`src/rtl/lsu_pkg.sv`:
```
// Shared definitions for the load/store unit: RV32I funct3 access codes
// and the bus-access FSM state encoding.
package lsu_pkg;

  localparam logic [2:0] F3_B  = 3'b000;
  localparam logic [2:0] F3_H  = 3'b001;
  localparam logic [2:0] F3_W  = 3'b010;
  localparam logic [2:0] F3_BU = 3'b100;
  localparam logic [2:0] F3_HU = 3'b101;

  typedef enum logic [1:0] {
    S_IDLE = 2'd0,
    S_WAIT = 2'd1,
    S_DONE = 2'd2
  } lsu_state_e;

endpackage

```
`src/rtl/lsu_lane_align.sv`:
```
// Purely combinational lane logic for the load/store unit.
// Store path: funct3_i/addr_lo_i/store_data_i -> be_o, wdata_o, misaligned_o, illegal_o.
// Load path : ld_funct3_i/ld_addr_lo_i/rdata_i -> ld_data_o (sign/zero extended).
module lsu_lane_align
  import lsu_pkg::*;
(
  input  logic [2:0]  funct3_i,
  input  logic [1:0]  addr_lo_i,
  input  logic        is_store_i,
  input  logic [31:0] store_data_i,
  output logic [3:0]  be_o,
  output logic [31:0] wdata_o,
  output logic        misaligned_o,
  output logic        illegal_o,
  input  logic [2:0]  ld_funct3_i,
  input  logic [1:0]  ld_addr_lo_i,
  input  logic [31:0] rdata_i,
  output logic [31:0] ld_data_o
);

  logic [31:0] rshift;

  always_comb begin
    be_o         = 4'b0000;
    wdata_o      = store_data_i;
    misaligned_o = 1'b0;
    illegal_o    = 1'b0;
    case (funct3_i)
      F3_B, F3_BU: begin
        be_o    = 4'b0001 << addr_lo_i;
        wdata_o = {4{store_data_i[7:0]}};
      end
      F3_H, F3_HU: begin
        be_o         = 4'b0011 << addr_lo_i;
        wdata_o      = {2{store_data_i[15:0]}};
        misaligned_o = addr_lo_i[0];
      end
      F3_W: begin
        be_o         = 4'b1111;
        misaligned_o = |addr_lo_i;
      end
      default: illegal_o = 1'b1;
    endcase
    // Unsigned variants only exist for loads.
    if (is_store_i && funct3_i[2]) illegal_o = 1'b1;
  end

  // Bring the addressed lane down to bit 0; halfword/word accesses are
  // already known aligned, so a plain byte-granular shift suffices.
  assign rshift = rdata_i >> {ld_addr_lo_i, 3'b000};

  always_comb begin
    case (ld_funct3_i)
      F3_B:    ld_data_o = {{24{rshift[7]}}, rshift[7:0]};
      F3_BU:   ld_data_o = {24'h0, rshift[7:0]};
      F3_H:    ld_data_o = {{16{rshift[15]}}, rshift[15:0]};
      F3_HU:   ld_data_o = {16'h0, rshift[15:0]};
      default: ld_data_o = rdata_i;
    endcase
  end

endmodule

```
`src/rtl/load_store_unit.sv`:
```
// RV32I load/store unit. Takes the ALU result as effective address, runs
// one req/ready bus access per load/store, stalls the core meanwhile and
// returns extended load data to write-back.
// Ports: clk/rst (sync, active high); mem_read/mem_write/funct3/addr/
// store_data from the core; load_data/stall/misaligned/access_fault back
// to the core; bus_req/we/addr/be/wdata out and bus_ready/rdata in.
module load_store_unit
  import lsu_pkg::*;
#(
  parameter int ADDR_WIDTH     = 32,
  parameter int TIMEOUT_CYCLES = 255,
  parameter int TO_CNT_W       = 8
) (
  input  logic                  clk,
  input  logic                  rst,
  input  logic                  mem_read,
  input  logic                  mem_write,
  input  logic [2:0]            funct3,
  input  logic [ADDR_WIDTH-1:0] addr,
  input  logic [31:0]           store_data,
  output logic [31:0]           load_data,
  output logic                  stall,
  output logic                  misaligned,
  output logic                  access_fault,
  output logic                  bus_req,
  output logic                  bus_we,
  output logic [ADDR_WIDTH-1:0] bus_addr,
  output logic [3:0]            bus_be,
  output logic [31:0]           bus_wdata,
  input  logic                  bus_ready,
  input  logic [31:0]           bus_rdata
);

  lsu_state_e            state_q, state_d;
  logic [TO_CNT_W-1:0]   cnt_q, cnt_d;
  logic                  fault_q, fault_d;
  logic                  req_q, req_d;
  logic                  we_q, we_d;
  logic [ADDR_WIDTH-1:0] addr_q, addr_d;
  logic [3:0]            be_q, be_d;
  logic [31:0]           wdata_q, wdata_d;
  logic [31:0]           ld_q, ld_d;
  logic [2:0]            f3_q, f3_d;
  logic [1:0]            lo_q, lo_d;

  logic [3:0]  al_be;
  logic [31:0] al_wdata, al_ld;
  logic        al_mis, al_ill, access;

  lsu_lane_align u_align (
    .funct3_i     (funct3),
    .addr_lo_i    (addr[1:0]),
    .is_store_i   (mem_write),
    .store_data_i (store_data),
    .be_o         (al_be),
    .wdata_o      (al_wdata),
    .misaligned_o (al_mis),
    .illegal_o    (al_ill),
    .ld_funct3_i  (f3_q),
    .ld_addr_lo_i (lo_q),
    .rdata_i      (bus_rdata),
    .ld_data_o    (al_ld)
  );

  assign access = mem_read | mem_write;

  always_comb begin
    state_d      = state_q;
    cnt_d        = cnt_q;
    fault_d      = fault_q;
    req_d        = req_q;
    we_d         = we_q;
    addr_d       = addr_q;
    be_d         = be_q;
    wdata_d      = wdata_q;
    ld_d         = ld_q;
    f3_d         = f3_q;
    lo_d         = lo_q;
    stall        = 1'b0;
    misaligned   = 1'b0;
    access_fault = 1'b0;
    case (state_q)
      S_IDLE: begin
        if (access) begin
          if (al_mis) begin
            misaligned = 1'b1;
          end else if (al_ill) begin
            access_fault = 1'b1;
          end else begin
            stall   = 1'b1;
            req_d   = 1'b1;
            we_d    = mem_write;
            addr_d  = {addr[ADDR_WIDTH-1:2], 2'b00};
            be_d    = al_be;
            wdata_d = mem_write ? al_wdata : 32'h0;
            f3_d    = funct3;
            lo_d    = addr[1:0];
            cnt_d   = '0;
            fault_d = 1'b0;
            state_d = S_WAIT;
          end
        end
      end
      S_WAIT: begin
        stall = 1'b1;
        // A ready in the last allowed cycle still wins over the timeout.
        if (bus_ready) begin
          req_d   = 1'b0;
          if (!we_q) ld_d = al_ld;
          state_d = S_DONE;
        end else if (cnt_q == TO_CNT_W'(TIMEOUT_CYCLES - 1)) begin
          req_d   = 1'b0;
          ld_d    = 32'h0;
          fault_d = 1'b1;
          state_d = S_DONE;
        end else begin
          cnt_d = cnt_q + 1'b1;
        end
      end
      S_DONE: begin
        access_fault = fault_q;
        cnt_d        = '0;
        state_d      = S_IDLE;
      end
      default: state_d = S_IDLE;
    endcase
    if (rst) begin
      stall        = 1'b0;
      misaligned   = 1'b0;
      access_fault = 1'b0;
    end
  end

  always_ff @(posedge clk) begin
    if (rst) begin
      state_q <= S_IDLE;
      cnt_q   <= '0;
      fault_q <= 1'b0;
      req_q   <= 1'b0;
      we_q    <= 1'b0;
      addr_q  <= '0;
      be_q    <= 4'b0000;
      wdata_q <= 32'h0;
      ld_q    <= 32'h0;
      f3_q    <= 3'b000;
      lo_q    <= 2'b00;
    end else begin
      state_q <= state_d;
      cnt_q   <= cnt_d;
      fault_q <= fault_d;
      req_q   <= req_d;
      we_q    <= we_d;
      addr_q  <= addr_d;
      be_q    <= be_d;
      wdata_q <= wdata_d;
      ld_q    <= ld_d;
      f3_q    <= f3_d;
      lo_q    <= lo_d;
    end
  end

  assign bus_req   = req_q;
  assign bus_we    = we_q;
  assign bus_addr  = addr_q;
  assign bus_be    = be_q;
  assign bus_wdata = wdata_q;
  assign load_data = ld_q;

endmodule

```
`config.mk`:
```
export PLATFORM = sky130hd
export DESIGN_NAME = load_store_unit
export DESIGN_NICKNAME = d
export VERILOG_FILES = /design/src/rtl/lsu_pkg.sv /design/src/rtl/lsu_lane_align.sv /design/src/rtl/load_store_unit.sv
export SDC_FILE = /design/constraint.sdc
export NUM_CORES = 1
export LEC_CHECK = 0
export CORE_MARGIN = 4
export CORE_UTILIZATION = 40
export CTS_BUF_LIST = sky130_fd_sc_hd__clkbuf_4
export CTS_CLUSTER_SIZE = 25
export DETAILED_ROUTE_END_ITERATION = 7
export PLACE_DENSITY_LB_ADDON = 0.3
export SLEW_MARGIN = 5
export SYNTH_ARGS = -nofsm -noshare
export SYNTH_HDL_FRONTEND = slang
export SYNTH_SLANG_ARGS = --single-unit
```
`constraint.sdc`:
```
create_clock -name clk -period 1.9 [get_ports clk]
set_clock_uncertainty 0.1 [all_clocks]
set_input_delay 0.285 -clock clk [delete_from_list [all_inputs] [get_ports clk]]
set_output_delay 0.285 -clock clk [all_outputs]
set_load 0.005 [all_outputs]
```
---- After elaboration in Yosys (flattened, before gate mapping) ----
Index checks and enable logic that the tools add are counted.
cells by class
  reduce and logical (&&, ||, !) cells .... 17
  bitwise gates (word level) .............. 3
  $add $sub $neg .......................... 1
  shift operators ......................... 3
  multiplexer cells ....................... 48
  equal/unequal tests ..................... 18
operator list
  cell                                                                    number
  32-bit two-way mux                                                      4
  32-bit one-hot mux with 4 select lines                                  1
  32-bit one-hot mux with 2 select lines                                  1
  8-bit two-way mux                                                       5
  32-bit by 5-bit right shift with 16-bit output                          1
  1-bit two-way mux                                                       24
  8-bit one-hot mux with 3 select lines                                   1
  2-bit != test (second input constant)                                   7
  3-bit equality test (second input constant)                             4
  4-bit one-hot mux with 3 select lines                                   1
  6-bit AND reduction                                                     2
  2-bit two-way mux                                                       5
  1-bit one-hot mux with 2 select lines                                   5
  8-bit by 1-bit adder with 8-bit output (second input constant)          1
  8-bit equality test (second input constant)                             1
  4-bit AND reduction                                                     2
  3-bit by 1-bit equality test with 1-bit output (second input constant)  2
  3-bit zero test                                                         2
  2-bit OR reduction                                                      3
  5-bit AND reduction                                                     1
  5-bit OR reduction                                                      1
  2-bit one-hot mux with 2 select lines                                   1
  2-bit nonzero test                                                      2
  1-bit by 2-bit << shifter with 4-bit output (first input constant)      1
  other kinds (11)                                                        12
word-level totals
  input port bits ......................... 104
  word-level logic and storage cells ...... 101
  output and inout bits ................... 105
  register bits ........................... 116

---- Longest topological paths before layout ----
Gate-level depths: netlist of the first run.
  depth after elaboration ................. 9
  gate-level depth with buffers ........... 8
  mapped depth without buffers ............ 7

---- By module ----
From an unflattened synthesis of the first run, not the netlist that was laid out.
unflattened totals
  cell total of the unflattened synthesis .. 609
  area, all modules ....................... 5332.6 um2
by module, submodules not included
  module           cells each  area an instance (um2)  instances  sequential area each (um2)
  load_store_unit  427         4106.4                  1          2322.2
  lsu_lane_align   182         1226.2                  1          0.0

---- Worst setup path after synthesis of the first run ----
OpenSTA, ideal clock, no wires.
  path kind ............................... input-to-output
  from .................................... in funct3[0]
  to ...................................... out stall
  required time ........................... 1.515 ns
  slack ................................... -0.078 ns
  stages .................................. 7
  buffers on the path ..................... 3
  arrival time ............................ 1.593 ns
  cell sequence ........................... buf_2 > a221oi_1 > o221a_2 > clkbuf_1 > clkbuf_1 > nor2_1 > nor3_1
between the ends
  longest elaborated chain between the ends .. 9
  elaborated cells on any way between the ends .. 15
  those cells by class .................... eq/ne: 4; mux: 8; reduce/logical: 3
ends and longest elaborated chain
  item                                         RTL line                text
  start, declared                              load_store_unit.sv:18   input logic [2:0] funct3,
  3-bit equality test (tied with other cells)  lsu_lane_align.sv:28    case (funct3_i)
  5-bit OR reduction (no line)                 --
  1-bit two-way mux                            lsu_lane_align.sv:28
  1-bit two-way mux                            lsu_lane_align.sv:45    if (is_store_i && funct3_i[2]) illegal_o = 1'b1;
  1-bit two-way mux                            load_store_unit.sv:87   end else if (al_ill) begin
  1-bit two-way mux (*)                        load_store_unit.sv:85   if (al_mis) begin
  1-bit two-way mux (*)                        load_store_unit.sv:84   if (access) begin
  1-bit one-hot mux with 2 select lines (*)    load_store_unit.sv:82   case (state_q)
  1-bit two-way mux (*)                        load_store_unit.sv:127  if (rst) begin
  end, declared                                load_store_unit.sv:22   output logic stall,
Every way passes the cells marked *; elsewhere a longest branch is shown, timed or not.

---- Worst setup path in the final report of the first run ----
  from .................................... in addr[1]
  to ...................................... out access_fault
between the ends
  longest elaborated chain between the ends .. 6
ends and longest elaborated chain
  item                                   RTL line                text
  start, declared                        load_store_unit.sv:19   input logic [ADDR_WIDTH-1:0] addr,
  2-bit OR reduction                     lsu_lane_align.sv:40    misaligned_o = |addr_lo_i;
  1-bit one-hot mux with 2 select lines  lsu_lane_align.sv:28
  1-bit two-way mux                      load_store_unit.sv:85
  1-bit two-way mux                      load_store_unit.sv:84
  1-bit one-hot mux with 2 select lines  load_store_unit.sv:82
  1-bit two-way mux                      load_store_unit.sv:127
  end, declared                          load_store_unit.sv:24   output logic access_fault,
Every way passes these cells.

==> results of run 1 <==
[layer usage]
layer	up-vias	wire length (um)
li1	2649	-
met1	2513	6890
met2	222	7790
met3	30	1410
met4	2	373
met5	-	16
[stage by stage]
stage,hold WS (ns),setup slack [ns]
after CTS,0.111,-0.216
after detailed placement,0.336,-0.805
after floorplan,0.316,0.00363
final,0.164,-0.143
after global placement,0.326,-0.704
after global routing,0.146,-0.223
[area by class of cell]
cell class / count / area [um^2]
diodes: 1 / 2.50
flip-flops and latches: 116 / 2330
multi-input cells: 448 / 2660
clock buffers: 19 / 143
inverters: 4 / 15.0
clock inverters: 13 / 92.6
fillers: 1097 / 4570
repair buffers: 262 / 2540
well taps: 172 / 215
[flip-flops by register name, indices dropped and copies added, names as in the netlist]
signal,flops
bus_be,4
f3_q,3
fault_q,1
lo_q,2
bus_addr,30
state_q,2
bus_req,1
cnt_q,8
bus_wdata,32
load_data,32
bus_we,1
[logic make-up after synthesis]
| kind of cell | after synthesis | synth area share (%) |
|---|---|---|
| mux | 44 | 8.84 |
| buf+inv | 56 | 4.86 |
| simple gates | 223 | 18.5 |
| other cells | 1 | 0.0732 |
| fa+ha+maj | 2 | 0.488 |
| flops | 116 | 45.3 |
| compound gates | 177 | 21.9 |
[critical path, stage by stage]
cell and delay (ns):
clkdlybuf4s50_1 0.47, nor2_2 0.22, o22ai_4 0.10, a211oi_2 0.20
a21oi_1 0.07, nor3_1 0.16, buf_2 0.15
[where the power goes]
part	internal (mW)	total (mW)	switching, mW
Clock	0.643	1.56	0.918
Sequential	2.54	2.61	0.0716
Combinational	0.620	1.11	0.494
[final timing paths]
path,depth (start not counted),start,slack [ns],to
setup reg to reg,7,cnt_q[0],0.10,load_data[22]
hold / removal,3,rst,0.16,state_q[1]
hold reg to reg,2,load_data[2],0.35,load_data[2]
setup / recovery,7,addr[1],-0.14,access_fault
[timing repair]
action / CTS / global route
gates resized for setup: 34 / 13
hold endpoints to repair: 0 / 0
pin swaps: 6 / 5
hold buffers: 0 / 0
setup buffers: 1 / 2
setup endpoints to repair: 45 / 40
[cells in the mapped netlist, drive strengths merged, types with 2 or more instances]
cell type  number
nor3b           2
a311oi          3
nor3           11
nor4            2
a31oi           4
mux2i          34
dfxtp         116
a21oi          74
a211oi          3
nor2           43
a221o          16
o221ai          7
clkbuf         32
ha              2
mux2           10
a21boi          7
o31ai           2
nand2b          3
nand3          12
o21ai          42
o211ai          2
inv             4
nand2         129
buf            20
nor2b           2
a22oi           7
or2             2
nand4           3
and3            8
==> flow_metrics.py, run 1 <==
metrics = {
    "finish": {
        "drive_gt1_share_pct": 15.1,
        "synthToLayoutAreaGrowth_pct": 56.1,
        "finalCoreUtilization_pct": 63.6,
        "fin_cells": 1035,
        "stdcell_area_um2": 8000,
        "nets": 955,
        "layout_commonest_cell": "clkdlybuf4s50_1",
        "final_cell_mix": "clkdlybuf4s50_1, nand2_1, dfxtp_1, a21oi_1, buf_4",
    },
    "cts": {
        "cts_tree": "built",
        "clk-insertion-delay-late_ns": 0.53,
        "clockRootBuffer": "clkbuf_4",
        "h-tree-depth": 4,
        "clk_path_buf_depth": 2,
        "numCtsBuffers": 17,
        "path_clk_slew_ns": 0.09,
        "cts_sinks": 116,
    },
    "global_route": {
        "first_global_vias": 5365,
        "globalRouteMet3Util_pct": 8.67,
        "antenna_found_initial": 2,
        "grt_usage_pct": 22.4,
        "overflow": 0,
        "met1_usage_pct": 26.7,
        "grt_pass1_wl_mm": 26.4,
        "busiest_layer": "met2",
        "gr-usage-met2_pct": 36.5,
        "grt_max_degree": 61,
    },
    "logic_synthesis": {
        "synth_flop_cell": "dfxtp_1",
        "netlist_area_um2": 5120,
        "seq_area_frac_synth_pct": 45.3,
        "synth_top_area_share_pct": 45.3,
        "synth_largest_area_cell": "dfxtp_1",
        "async_flop_share_pct": 0,
        "ys_top_cells_by_area": "dfxtp_1, nand2_1, a21oi_1, mux2i_1, o21ai_0",
        "ys_warn_count": 0,
        "synthCells": 619,
        "syn_area_per_cell_um2": 8.28,
        "synth_cell_types": 53,
        "synth_enable_flop_cells": 0,
        "ys_ff_latch": 116,
    },
    "placed_design": {
        "hpwl_mm": 12.2,
        "placed_cells": 999,
        "io_buffers": 206,
        "place_area_um2": 7650,
        "place_congestion": 0.861,
    },
    "die": {
        "io_pins": 209,
        "core.rowCount": 41,
        "dieArea_um2": 14700,
        "die_y_um": 121,
        "initial_utilization_pct": 40.8,
        "coreArea_um2": 12600,
        "die_w_um": 121,
    },
    "power": {
        "vdd_drop_max_uv": 505,
        "p_per_area_nw_per_um2": 662,
        "power_leakage_nw": 3.04,
        "power_mw": 5.29,
    },
    "route": {
        "vias": 5416,
        "antenna_left": 0,
        "drt_iter0_drc": 387,
        "avgRoutedWirePerCell_um": 15.9,
        "remaining_drc_errors": 0,
        "vias_per_cell": 5.23,
        "drt_first_pass_iters": 5,
        "wirelength_mm": 16.5,
    },
    "run_status": {
        "run_status": "complete, but fails checks",
        "violations": "setup timing",
    },
    "setup_path": {
        "cp-start-kind": "input port",
        "worst-path-max-fanout": 3,
        "crit_required_ns": 1.51,
        "crit_arrival_ns": 1.66,
        "crit_type": "in -> out",
        "cp-end-kind": "primary output",
    },
    "timing": {
        "final_hold_viol_count": 0,
        "worst_pin_slew_ns": 0.895,
        "fin_crit_ns": 2.04,
        "rsz0062_at_grt": "yes",
        "setup_viol": 3,
        "maxSlewViolCount": 0,
        "period_share_pct": 108,
        "max_freq_mhz": 489,
        "timing.setup.tns_ns": -0.291,
        "finalWorstSetupSlack_ns": -0.143,
        "relSlewSlack_pct": 40.1,
    },
    "job": {
        "max-cap-violations": 0,
    },
    "min_path": {
        "hp-class": "in -> reg",
    },
}
Note: power is estimated with default switching activity, not from simulation.
==> run 2, diff against run 1 <==
--- a/config.mk
+++ b/config.mk
@@ -10,7 +10,7 @@
 export CTS_BUF_LIST = sky130_fd_sc_hd__clkbuf_4
 export CTS_CLUSTER_SIZE = 25
 export DETAILED_ROUTE_END_ITERATION = 7
-export PLACE_DENSITY_LB_ADDON = 0.3
+export PLACE_DENSITY = 0.78
 export SLEW_MARGIN = 5
 export SYNTH_ARGS = -nofsm -noshare
 export SYNTH_HDL_FRONTEND = slang
==> run 2 against run 1 <==
  * The flow finishes with violations (DRC, setup timing)
  * Total power grew 7.1%
  * Sequential share of layout area shrank 0.50 points
  * Maximum frequency grew 0.42%
  * Combinational power is essentially flat
  * Largest cell class unchanged
  * Highest routed layer is now met4
==> flow_metrics.py, run 2 (synthesis results as in run 1) <==
metrics = {
    "run_status": {
        "run_status": "complete, but fails checks",
        "violations": "DRC, setup timing",
    },
    "die": {
        "coreArea_um2": 12600,
        "die_w_um": 121,
        "dieArea_um2": 14700,
        "die_y_um": 121,
        "core.rowCount": 41,
        "io_pins": 209,
        "initial_utilization_pct": 40.8,
    },
    "finish": {
        "synthToLayoutAreaGrowth_pct": 59.0,
        "stdcell_area_um2": 8150,
        "nets": 962,
        "finalCoreUtilization_pct": 64.8,
        "fill_cells": 1048,
        "drive_gt1_share_pct": 16.6,
        "fin_cells": 1043,
        "layout_commonest_cell": "clkdlybuf4s50_1",
        "final_cell_mix": "clkdlybuf4s50_1, nand2_1, dfxtp_1, a21oi_1, buf_4",
    },
    "setup_path": {
        "crit_chain": "nor2_4 -> o21ai_2 -> a211oi_2 -> a21oi_1 -> nor3_1 -> buf_2",
        "crit_required_ns": 1.51,
        "cp-end-kind": "primary output",
        "path_depth": 6,
        "cp_slowest_cell": "dfxtp_2",
        "slowest_delay_ns": 0.35,
        "cp-start-kind": "flop",
        "crit_type": "reg -> out",
        "regToRegSetupSlack_ns": 0.07,
        "crit_arrival_ns": 1.65,
        "r2r_cells": 6,
        "cp_top_family": "flip-flops",
        "worst-path-buf-inv": 1,
        "worst-path-max-fanout": 2,
    },
    "global_route": {
        "grt_usage_pct": 23.7,
        "globalRouteMet3Util_pct": 9.84,
        "overflow": 0,
        "antenna_found_initial": 2,
        "gr-usage-met2_pct": 38.5,
        "grt_max_degree": 61,
        "grt_pass1_wl_mm": 27.9,
        "busiest_layer": "met2",
        "met1_usage_pct": 27.4,
        "first_global_vias": 5577,
    },
    "route": {
        "wirelength_mm": 17.6,
        "drt_first_pass_iters": 8,
        "remaining_drc_errors": 1,
        "vias_per_cell": 5.34,
        "avgRoutedWirePerCell_um": 16.8,
        "drt_iter0_drc": 440,
        "antenna_left": 0,
        "vias": 5572,
    },
    "timing": {
        "max_freq_mhz": 492,
        "hold_slack_ns": 0.171,
        "timing.setup.tns_ns": -0.224,
        "rsz0062_at_grt": "yes",
        "finalWorstSetupSlack_ns": -0.135,
        "worst_pin_slew_ns": 0.534,
        "fin_crit_ns": 2.03,
        "final_hold_viol_count": 0,
        "period_share_pct": 107,
        "setup_viol": 3,
        "maxSlewViolCount": 0,
        "relSlewSlack_pct": 64.0,
    },
    "cts": {
        "clockRootBuffer": "clkbuf_4",
        "path_clk_slew_ns": 0.12,
        "cts_sinks": 116,
        "numCtsBuffers": 17,
        "clk-insertion-delay-late_ns": 0.54,
        "cts_tree": "built",
        "h-tree-depth": 4,
        "clk_path_buf_depth": 2,
    },
    "min_path": {
        "hp-class": "in -> reg",
        "min_path_cells": 3,
    },
    "placed_design": {
        "pre_cts_ws_ns": -0.762,
        "io_buffers": 206,
        "hpwl_mm": 13.1,
        "place_area_um2": 7700,
        "place_congestion": 0.892,
        "placed_cells": 1006,
    },
    "power": {
        "power_mw": 5.66,
        "vdd_drop_max_uv": 487,
        "p_per_area_nw_per_um2": 695,
        "power_leakage_nw": 3.17,
    },
    "job": {
        "max-cap-violations": 0,
    },
}
==> run 2: changes by cell type in the layout (fill, tap and decap cells not counted), moves of 3 or more <==
cell / delta
clkdlybuf4s50_1: -5
buf_4: +6
clkinv_1: -4
dlymetal6s2s_1: +3
clkinv_4: +4
==> run 2: timing repair <==
item,CTS,global route
buffers inserted,2,0
pin swaps,4,0
hold buffers,1,0
resized for setup,35,22
endpoints found under the setup margin,53,55
endpoints found under the hold margin,1,0
==> run 2: worst reg2reg max path: cells and delay by family (launching register included) <==
kind / cells / cell delay (ns)
AOI/OAI and AO/OA: 2 / 0.41
buffers and inverters: 1 / 0.18
muxes: 2 / 0.42
and+or+nand+nor: 1 / 0.24
DFF: 1 / 0.43
==> run 2: path summary, 6_finish.rpt <==
path	startpoint	end
min reg2reg	load_data[3]	load_data[3]
max	state_q[1]	access_fault
min	addr[23]	bus_addr[23]
max reg2reg	lo_q[0]	load_data[18]
==> run 2: area by class of cell <==
class	count	area (um^2)	share of cell area, %
Multi-Input combinational cell	448	2680	32.8
Timing Repair Buffer	269	2600	32.0
Sequential cell	116	2330	28.6
Tap cell	172	215	2.64
Clock inverter	13	160	1.97
Clock buffer	19	143	1.75
Inverter	4	15.0	0.184
Antenna cell	2	5.00	0.0614
==> run 2: per-layer routing <==
metal  part of all wire [%]  up-vias
li1                       -     2657
met1                     40     2612
met2                     47      260
met3                     10       43
met4                    3.2        0
met5                      0        -
==> run 2: power breakdown <==
| group | switching (mW) | internal, mW | leakage (nW) |
|---|---|---|---|
| Clock | 0.970 | 0.936 | 0.154 |
| Sequential | 0.0714 | 2.54 | 0.945 |
| Combinational | 0.510 | 0.634 | 2.07 |
| Total | 1.55 | 4.11 | 3.17 |
==> run 3, diff against run 2 <==
--- a/config.mk
+++ b/config.mk
@@ -5,12 +5,14 @@
 export SDC_FILE = /design/constraint.sdc
 export NUM_CORES = 1
 export LEC_CHECK = 0
+export CELL_PAD_IN_SITES_DETAIL_PLACEMENT = 0
+export CELL_PAD_IN_SITES_GLOBAL_PLACEMENT = 1
 export CORE_MARGIN = 4
-export CORE_UTILIZATION = 40
-export CTS_BUF_LIST = sky130_fd_sc_hd__clkbuf_4
+export CORE_UTILIZATION = 29
+export CTS_BUF_LIST = sky130_fd_sc_hd__clkbuf_2 sky130_fd_sc_hd__clkbuf_4 sky130_fd_sc_hd__clkbuf_8
 export CTS_CLUSTER_SIZE = 25
 export DETAILED_ROUTE_END_ITERATION = 7
-export PLACE_DENSITY = 0.78
+export PLACE_DENSITY = 0.76
 export SLEW_MARGIN = 5
 export SYNTH_ARGS = -nofsm -noshare
 export SYNTH_HDL_FRONTEND = slang
==> run 3 against run 2 <==
  * The run now ends clean
  * Via count fell by 3.6%
  * Sequential power about the same
  * Clock power is 24% higher
  * Global-route usage is 6.1 points lower
  * Flip-flop and latch count did not move
  * Worst setup slack improved by 0.15 ns
  * Maximum frequency grew 8.2%
  * Total power up 7.7%
  * Final area grew 1.4%
  * Critical path depth is 1 higher
==> flow_metrics.py, run 3 (synthesis results as in run 1) <==
metrics = {
    "run_status": {
        "run_status": "complete, no violations",
    },
    "global_route": {
        "grt_pass1_wl_mm": 28.3,
        "busiest_layer": "met2",
        "grt_usage_pct": 17.6,
        "overflow": 0,
        "antenna_found_initial": 3,
        "grt_max_degree": 65,
        "globalRouteMet3Util_pct": 7.97,
        "met1_usage_pct": 21.5,
        "gr-usage-met2_pct": 27.4,
        "first_global_vias": 5543,
    },
    "setup_path": {
        "cp-start-kind": "input port",
        "crit_required_ns": 1.51,
        "crit_arrival_ns": 1.50,
        "crit_type": "in -> out",
        "crit_chain": "dlygate4sd2_1 -> nor2_2 -> o22ai_4 -> a211oi_2 -> a21oi_1 -> nor3_1 -> buf_2",
        "cp-end-kind": "primary output",
        "worst-path-max-fanout": 6,
        "cp_slowest_cell": "dlygate4sd2_1",
        "slowest_delay_ns": 0.34,
    },
    "finish": {
        "synthToLayoutAreaGrowth_pct": 61.2,
        "fin_cells": 1092,
        "final_cell_mix": "clkdlybuf4s50_1, nand2_1, dfxtp_1, a21oi_1, buf_4",
        "fill_cells": 1634,
        "layout_commonest_cell": "clkdlybuf4s50_1",
        "drive_gt1_share_pct": 16.6,
        "nets": 960,
    },
    "timing": {
        "maxSlewViolCount": 0,
        "max_freq_mhz": 532,
        "worst_pin_slew_ns": 0.698,
        "rsz0062_at_grt": "yes",
        "fin_crit_ns": 1.88,
        "period_share_pct": 99.0,
        "relSlewSlack_pct": 53.4,
        "final_hold_viol_count": 0,
        "setup_viol": 0,
    },
    "route": {
        "vias": 5369,
        "drt_iter0_drc": 197,
        "vias_per_cell": 4.92,
        "wirelength_mm": 17.7,
        "drt_first_pass_iters": 5,
        "remaining_drc_errors": 0,
        "antenna_left": 0,
        "avgRoutedWirePerCell_um": 16.2,
    },
    "die": {
        "initial_utilization_pct": 29.6,
        "coreArea_um2": 17300,
        "dieArea_um2": 19900,
        "die_y_um": 141,
        "io_pins": 209,
        "die_w_um": 141,
        "core.rowCount": 48,
    },
    "min_path": {
        "hp-class": "in -> reg",
    },
    "cts": {
        "clockRootBuffer": "clkbuf_8",
        "cts_hold_buf": 0,
        "cts_tree": "built",
        "clk_path_buf_depth": 2,
        "path_clk_slew_ns": 0.07,
        "numCtsBuffers": 17,
        "cts_sinks": 116,
        "h-tree-depth": 4,
        "clk-insertion-delay-late_ns": 0.42,
    },
    "placed_design": {
        "placed_cells": 1058,
        "hpwl_mm": 13.0,
        "place_congestion": 0.880,
        "io_buffers": 206,
    },
    "power": {
        "p_per_area_nw_per_um2": 738,
        "power_leakage_nw": 3.10,
        "power_mw": 6.10,
        "vdd_drop_max_uv": 403,
    },
    "job": {
        "max-cap-violations": 0,
    },
}
==> run 3: layout make-up <==
cell class / instances / area, um^2 / share of cell area (%)
Inverter: 4 / 15.0 / 0.182
Antenna cell: 1 / 2.50 / 0.0303
Sequential cell: 116 / 2330 / 28.2
Tap cell: 225 / 282 / 3.41
Clock inverter: 11 / 135 / 1.64
Multi-Input combinational cell: 448 / 2690 / 32.6
Timing Repair Buffer: 267 / 2550 / 30.8
Clock buffer: 20 / 263 / 3.18
==> run 3: power breakdown <==
part / switching, mW / internal (mW)
registers: 0.0681 / 2.54
clock network: 1.02 / 1.34
logic: 0.505 / 0.626
==> run 3: final timing paths <==
| path | cells after the start | from | slack [ns] | to |
|---|---|---|---|---|
| max | 7 | addr[0] | 0.02 | access_fault |
| min | 4 | funct3[2] | 0.17 | f3_q[2] |
| max reg2reg | 6 | lo_q[0] | 0.09 | load_data[21] |
| min reg2reg | 2 | load_data[5] | 0.34 | load_data[5] |
==> run 3: critical path: cells and delay by family <==
kind | cells | cell delay, ns
buf+inv | 2 | 0.48
simple gates | 2 | 0.36
compound gates | 3 | 0.37
==> run 3: routing by layer <==
metal | routed length [um] | up-vias
met5 | 21 | -
met4 | 381 | 4
met3 | 1870 | 28
met2 | 7870 | 215
met1 | 7540 | 2467
li1 | - | 2655
==> run 3: metrics by stage <==
stage | hold slack, ns | worst slack, ns | TNS, ns | cell area (um^2) | util [%]
detailed placement | 0.336 | -0.790 | -47.27 | 7750 | 44.8
floorplan | 0.316 | 0.00363 | 0 | 5130 | -
global placement | 0.331 | -0.792 | -43.95 | 7750 | 44.8
CTS | 0.270 | -0.122 | -0.285 | 8200 | 47.4
finish | 0.175 | 0.0191 | 0 | 8260 | 47.8
global route | 0.168 | -0.0660 | -0.185 | 8260 | 47.8
==> run 3: repair_timing <==
item                                    CTS  global route
pin swaps                                 8             8
endpoints found under the setup margin   57            64
buffers inserted                          1             2
resized for setup                        35            17
